### src/rtl/fetch_pkg.sv
// fetch_pkg: definitions shared by the instruction-fetch controller.
//   - FSM state encodings: ST_IDLE, ST_REQ, ST_HOLD, ST_DROP
//   - NOP_INSTR: the instruction word used for an IF/ID bubble
//   - DEFAULT_RESET_PC: the default PC after reset
//   - pc_4adder: sequential PC increment, modulo 2^32
//   - align_word: forces an address onto a word boundary
package fetch_pkg;

   localparam logic [1:0] ST_IDLE = 2'd0;   // first cycle after reset
   localparam logic [1:0] ST_REQ  = 2'd1;   // request outstanding at pc_out
   localparam logic [1:0] ST_HOLD = 2'd2;   // fetched word parked while ID stalls
   localparam logic [1:0] ST_DROP = 2'd3;   // waiting to discard a stale response

   localparam logic [31:0] NOP_INSTR        = 32'h0000_0000;
   localparam logic [31:0] DEFAULT_RESET_PC = 32'h0000_0000;

   // Sequential PC increment; the carry out is dropped, so the PC wraps.
   function automatic logic [31:0] pc_4adder(input logic [31:0] pc);
      return pc + 32'd4;
   endfunction

   // Clears the two byte-offset bits of a branch target.
   function automatic logic [31:0] align_word(input logic [31:0] addr);
      return addr & 32'hFFFF_FFFC;
   endfunction

endpackage

### src/rtl/fetch_wdog.sv
// fetch_wdog: watchdog on the instruction-memory handshake.
// The counter advances on every cycle in which a request is up and is not
// acknowledged, and it clears on an acknowledged request. Once TIMEOUT_CYC
// such cycles have gone by in a row, fetch_err sets and holds until reset.
// Ports:
//   clk, rst   clock, asynchronous active-high reset
//   req, ack   imem request and acknowledge as seen on the bus
//   fetch_err  sticky timeout flag
module fetch_wdog
   import fetch_pkg::*;
#(
   parameter int TIMEOUT_CYC = 16
) (
   input  logic clk,
   input  logic rst,
   input  logic req,
   input  logic ack,
   output logic fetch_err
);

   localparam logic [7:0] LIMIT = 8'(TIMEOUT_CYC);

   logic [7:0] wait_cnt;

   // The wait counter saturates at LIMIT. The flag sets on the edge that
   // completes the LIMIT-th unanswered cycle.
   always_ff @(posedge clk or posedge rst) begin
      if (rst) begin
         wait_cnt  <= 8'd0;
         fetch_err <= 1'b0;
      end else if (req && ack) begin
         wait_cnt <= 8'd0;
      end else if (req) begin
         if (wait_cnt != LIMIT) begin
            wait_cnt <= wait_cnt + 8'd1;
         end
         if (wait_cnt >= (LIMIT - 8'd1)) begin
            fetch_err <= 1'b1;
         end
      end
   end

endmodule

### src/rtl/fetch_ctrl.sv
// fetch_ctrl: sequencing controller for the instruction-fetch stage.
// It owns the PC, drives a variable-latency imem through a req/ack handshake,
// applies branch redirects and ID stalls, and loads the IF/ID register.
// Ports:
//   clk, rst              clock, asynchronous active-high reset
//   pcSrc, ex_mem_pc      redirect pulse and target from EX/MEM
//   id_stall              ID hazard stall; IF/ID must hold
//   imem_req, imem_addr   fetch request and word-aligned address
//   imem_ack, imem_rdata  response valid and instruction word
//   pc_out                current fetch PC
//   instr, pc_4           IF/ID instruction and PC+4
//   if_id_valid           IF/ID holds a real instruction
//   fetch_err             sticky imem timeout flag
module fetch_ctrl
   import fetch_pkg::*;
#(
   parameter logic [31:0] RESET_PC    = DEFAULT_RESET_PC,
   parameter int          TIMEOUT_CYC = 16
) (
   input  logic        clk,
   input  logic        rst,
   input  logic        pcSrc,
   input  logic [31:0] ex_mem_pc,
   input  logic        id_stall,
   output logic        imem_req,
   output logic [31:0] imem_addr,
   input  logic        imem_ack,
   input  logic [31:0] imem_rdata,
   output logic [31:0] pc_out,
   output logic [31:0] instr,
   output logic [31:0] pc_4,
   output logic        if_id_valid,
   output logic        fetch_err
);

   logic [1:0]  state;
   logic [31:0] drop_addr;   // address of the request being discarded
   logic [31:0] buf_instr;   // word parked while ID stalls
   logic [31:0] buf_pc4;
   logic [31:0] redirect_pc;
   logic [31:0] next_seq_pc;

   assign redirect_pc = align_word(ex_mem_pc);
   assign next_seq_pc = pc_4adder(pc_out);

   // Redirects move pc_out to the target right away. While a stale request
   // is still outstanding (DROP), the bus keeps showing its original address.
   assign imem_req  = (state == ST_REQ) || (state == ST_DROP);
   assign imem_addr = (state == ST_DROP) ? drop_addr : pc_out;

   // Fetch sequencer: PC, IF/ID register, hold buffer and state transitions.
   always_ff @(posedge clk or posedge rst) begin
      if (rst) begin
         state       <= ST_IDLE;
         pc_out      <= RESET_PC;
         drop_addr   <= RESET_PC;
         buf_instr   <= NOP_INSTR;
         buf_pc4     <= 32'h0000_0000;
         instr       <= NOP_INSTR;
         pc_4        <= 32'h0000_0000;
         if_id_valid <= 1'b0;
      end else begin
         case (state)
            ST_IDLE: begin
               state <= ST_REQ;
               if (pcSrc) begin
                  pc_out      <= redirect_pc;
                  instr       <= NOP_INSTR;
                  if_id_valid <= 1'b0;
               end
            end
            ST_REQ: begin
               if (pcSrc) begin
                  pc_out      <= redirect_pc;
                  instr       <= NOP_INSTR;
                  if_id_valid <= 1'b0;
                  if (!imem_ack) begin
                     drop_addr <= pc_out;
                     state     <= ST_DROP;
                  end
               end else if (imem_ack) begin
                  if (id_stall) begin
                     buf_instr <= imem_rdata;
                     buf_pc4   <= next_seq_pc;
                     state     <= ST_HOLD;
                  end else begin
                     instr       <= imem_rdata;
                     pc_4        <= next_seq_pc;
                     if_id_valid <= 1'b1;
                     pc_out      <= next_seq_pc;
                  end
               end
            end
            ST_HOLD: begin
               if (pcSrc) begin
                  pc_out      <= redirect_pc;
                  instr       <= NOP_INSTR;
                  if_id_valid <= 1'b0;
                  state       <= ST_REQ;
               end else if (!id_stall) begin
                  instr       <= buf_instr;
                  pc_4        <= buf_pc4;
                  if_id_valid <= 1'b1;
                  pc_out      <= buf_pc4;
                  state       <= ST_REQ;
               end
            end
            ST_DROP: begin
               // The newest target wins. The stale response only ends DROP;
               // its data never reaches IF/ID.
               if (pcSrc) begin
                  pc_out      <= redirect_pc;
                  instr       <= NOP_INSTR;
                  if_id_valid <= 1'b0;
               end
               if (imem_ack) begin
                  state <= ST_REQ;
               end
            end
            default: begin
               state <= ST_IDLE;
            end
         endcase
      end
   end

   fetch_wdog #(
      .TIMEOUT_CYC(TIMEOUT_CYC)
   ) u_wdog (
      .clk      (clk),
      .rst      (rst),
      .req      (imem_req),
      .ack      (imem_ack),
      .fetch_err(fetch_err)
   );

endmodule

### config.mk
export PLATFORM = sky130hd
export DESIGN_NAME = fetch_ctrl
export DESIGN_NICKNAME = d
export VERILOG_FILES = /design/src/rtl/fetch_pkg.sv /design/src/rtl/fetch_wdog.sv /design/src/rtl/fetch_ctrl.sv
export SDC_FILE = /design/constraint.sdc
export NUM_CORES = 1
export LEC_CHECK = 0
export CAP_MARGIN = 30
export CORE_UTILIZATION = 56
export CTS_CLUSTER_SIZE = 10
export DETAILED_ROUTE_END_ITERATION = 6
export PLACE_DENSITY = 0.86
export SETUP_SLACK_MARGIN = 0.05
export SYNTH_ARGS = -nofsm -noshare
export SYNTH_HDL_FRONTEND = slang
export SYNTH_SLANG_ARGS = --single-unit
### constraint.sdc
create_clock -name clk -period 10.1 [get_ports clk]
set_input_delay 1.515 -clock clk [delete_from_list [all_inputs] [get_ports clk]]
set_output_delay 1.515 -clock clk [all_outputs]
set_load 0.02 [all_outputs]
==> flow_metrics.tcl <==
set metrics [dict create \
    setup_viol 0 \
    dp_hpwl_mm 16.7 \
    wl_per_cell_um 19.3 \
    worst_ep_arrival_time_ps 2770 \
    synth_cell_types 57 \
    required_ps 8590 \
    status "finished, final reports clean" \
    place.gp.congestion 0.808 \
    post-cts-setup-buffers 0 \
    grt_pass1_vias 8370 \
    r2r-start "state[1]" \
    clk_pin_slew_ps 50 \
    gr-usage-met1 0.378 \
    fin_crit_sh 0.425 \
    hold_viol 0 \
    synth-seq-area-share 0.517 \
    instances_no_fill 1376 \
    finalSetupTns_ps 0 \
    end_kind "output pin" \
    clock-sinks 204 \
    grt_usage 0.299 \
    drc 0 \
    clockRootBuffer "clkbuf_16" \
    ios 200 \
    drive_above_1_share 0.134 \
    drv_cap 0 \
    async_flop_share 1.00 \
    dieHeight_um 135 \
    use_met3 0.0961 \
    p_total_mw 4.42 \
    cts_buffers 24 \
    r2r-end "pc_out[13]" \
    critPathMaxFanout 41 \
    netlist_area_sq_um 9880 \
    max_freq_mhz 233 \
    crit_type "reg -> out" \
    hold_class "reg -> reg" \
    postRouteWirelength_mm 26.6 \
    vias_per_cell 6.04 \
    ctsResizeCount 0 \
    cts_max_path_buffers 3 \
    synth_edf_count 0 \
    worstRegToRegCells 9 \
    power_density_nw_per_um2 349 \
    syn_to_final_growth_pct 27.9 \
    cts_tree "yes" \
    worstMarginPinSlew_ps 986 \
    antenna_found_initial 1 \
    fp-row-count 48 \
    period_minus_slack_ps 4290 \
    die_x_um 135 \
    hold_depth 1 \
    rrSetupSlack_ps 7090 \
    peakVddDrop_mv 0.217 \
    cts_hold_buf 0 \
    die_area_sq_um 18200 \
    core-area_sq_um 17200 \
    grt_pass1_wl_mm 42.9 \
    grt_max_degree 142 \
    gr-usage-met2 0.472 \
    drtAntennaViolNets 0 \
    synth_area_per_cell_sq_um 9.99 \
    skew_ps 15.4 \
    ys_ff_latch 204 \
    place_inst 1345 \
    io_buffers 197 \
    hold_end "u_wdog.fetch_err" \
    h-tree-depth 1 \
    drt_iter0_drc 607 \
    ys.flop_type "dfrtp_1" \
    clock_latency_ps 510 \
    critPathLaunchType "flop" \
    syn_nets 1064 \
    syn_inst 989 \
    drv_slew 0 \
    slew_headroom 0.343 \
    start_util 0.573 \
    fin_ws_ps 5810 \
    fin_nets 1223 \
    first_pass_iters 6 \
    grt_most_used_layer "met2" \
    timing.hold.ws_ps 462 \
    power.static_leakage_nw 5.31 \
    min-delay-start "u_wdog.fetch_err" \
    grt_overflow 0 \
    rsz0062_at_grt "no" \
    dpl_worst_slack_ps 5830 \
    vias 8315 \
    yosys_warnings 0 \
]
[Yosys cell counts (8+ instances only)]
master	number	area (sq um)
clkbuf_1	43	161
inv_1	18	67.6
buf_2	20	100
a21oi_1	56	280
dfrtp_1	204	5100
nand3_1	18	90.1
xnor2_1	18	158
nand2_1	117	439
mux2i_1	10	100
xor2_1	12	105
o221ai_1	13	114
nor2_1	121	454
nor3_1	8	40.0
buf_1	11	41.3
a221oi_1	37	324
mux2_2	91	1020
o21ai_0	95	475
[critical path, stage by stage, from the launching register on]
cell and delay, ps:
dfrtp_1 400, ha_2 850, mux2_2 420, clkdlybuf4s50_1 580
[area by class of cell]
type / count / area (sq um)
tap: 225 / 282
clock inverter: 1 / 5.00
fill: 1235 / 4590
antenna: 1 / 2.50
multi-input combinational: 689 / 4420
inverter: 18 / 75.1
timing repair buffer: 211 / 2110
sequential: 204 / 5100
clock buffer: 27 / 643
[how the worst max path moves through the flow]
stage                   from             to
detailed placement  imem_ack     pc_out[13]
floorplan                rst   buf_instr[0]
global route        state[0]       imem_req
global placement    imem_ack     pc_out[15]
CTS                 state[0]  imem_addr[10]
finish              state[0]  imem_addr[10]
[registers in the layout, indices dropped and copies added (netlist names), 2 cells and up]
name and flops:
buf_instr 32, buf_pc4 32, drop_addr 32, instr 32, pc_4 32, pc_out 32, state 2, u_wdog.wait_cnt 8
[layer usage]
| metal | part of all wire | wire length, um |
|---|---|---|
| met1 | 0.39 | 10400 |
| met2 | 0.47 | 12500 |
| met3 | 0.099 | 2620 |
| met4 | 0.041 | 1080 |
| met5 | 0 | 0 |
[placed cells by master (no fill, tap or decap), types with 7 or more instances in the layout]
cell               n
dfrtp_1          204
clkdlybuf4s50_1  197
nor2_1           120
nand2_1          116
o21ai_0           95
mux2_2            91
a21oi_1           56
a221oi_1          37
clkbuf_16         25
xnor2_1           18
inv_1             17
nand3_1           17
o221ai_1          13
xor2_1            12
buf_4             12
mux2i_1           10
nor3_1             8
and3_1             7
a31oi_1            7
[where the power goes]
group	switching, mW	leakage, nW	total, mW	internal (mW)
sequential	0.322	2.54	1.51	1.19
combinational	1.16	2.45	2.16	0.991
clock	0.311	0.320	0.753	0.441
[cell families after synthesis]
family                     count (synthesis)  synth area share
AOI/OAI and AO/OA                        251             0.161
xor gates and xnor gates                  30            0.0266
adders and majority gates                  6           0.00760
buffers and inverters                     96            0.0406
DFF                                      204             0.517
muxes                                    101             0.114
and+or+nand+nor                          301             0.134
[per-stage QoR]
| step | cell area (sq um) | util |
|---|---|---|
| after floorplan | 9880 | - |
| after global placement | 11900 | 0.693 |
| after detailed placement | 11900 | 0.693 |
| after CTS | 12600 | 0.731 |
| after global routing | 12600 | 0.733 |
| final | 12600 | 0.734 |
No activity file was read; power rests on OpenSTA's default activity.
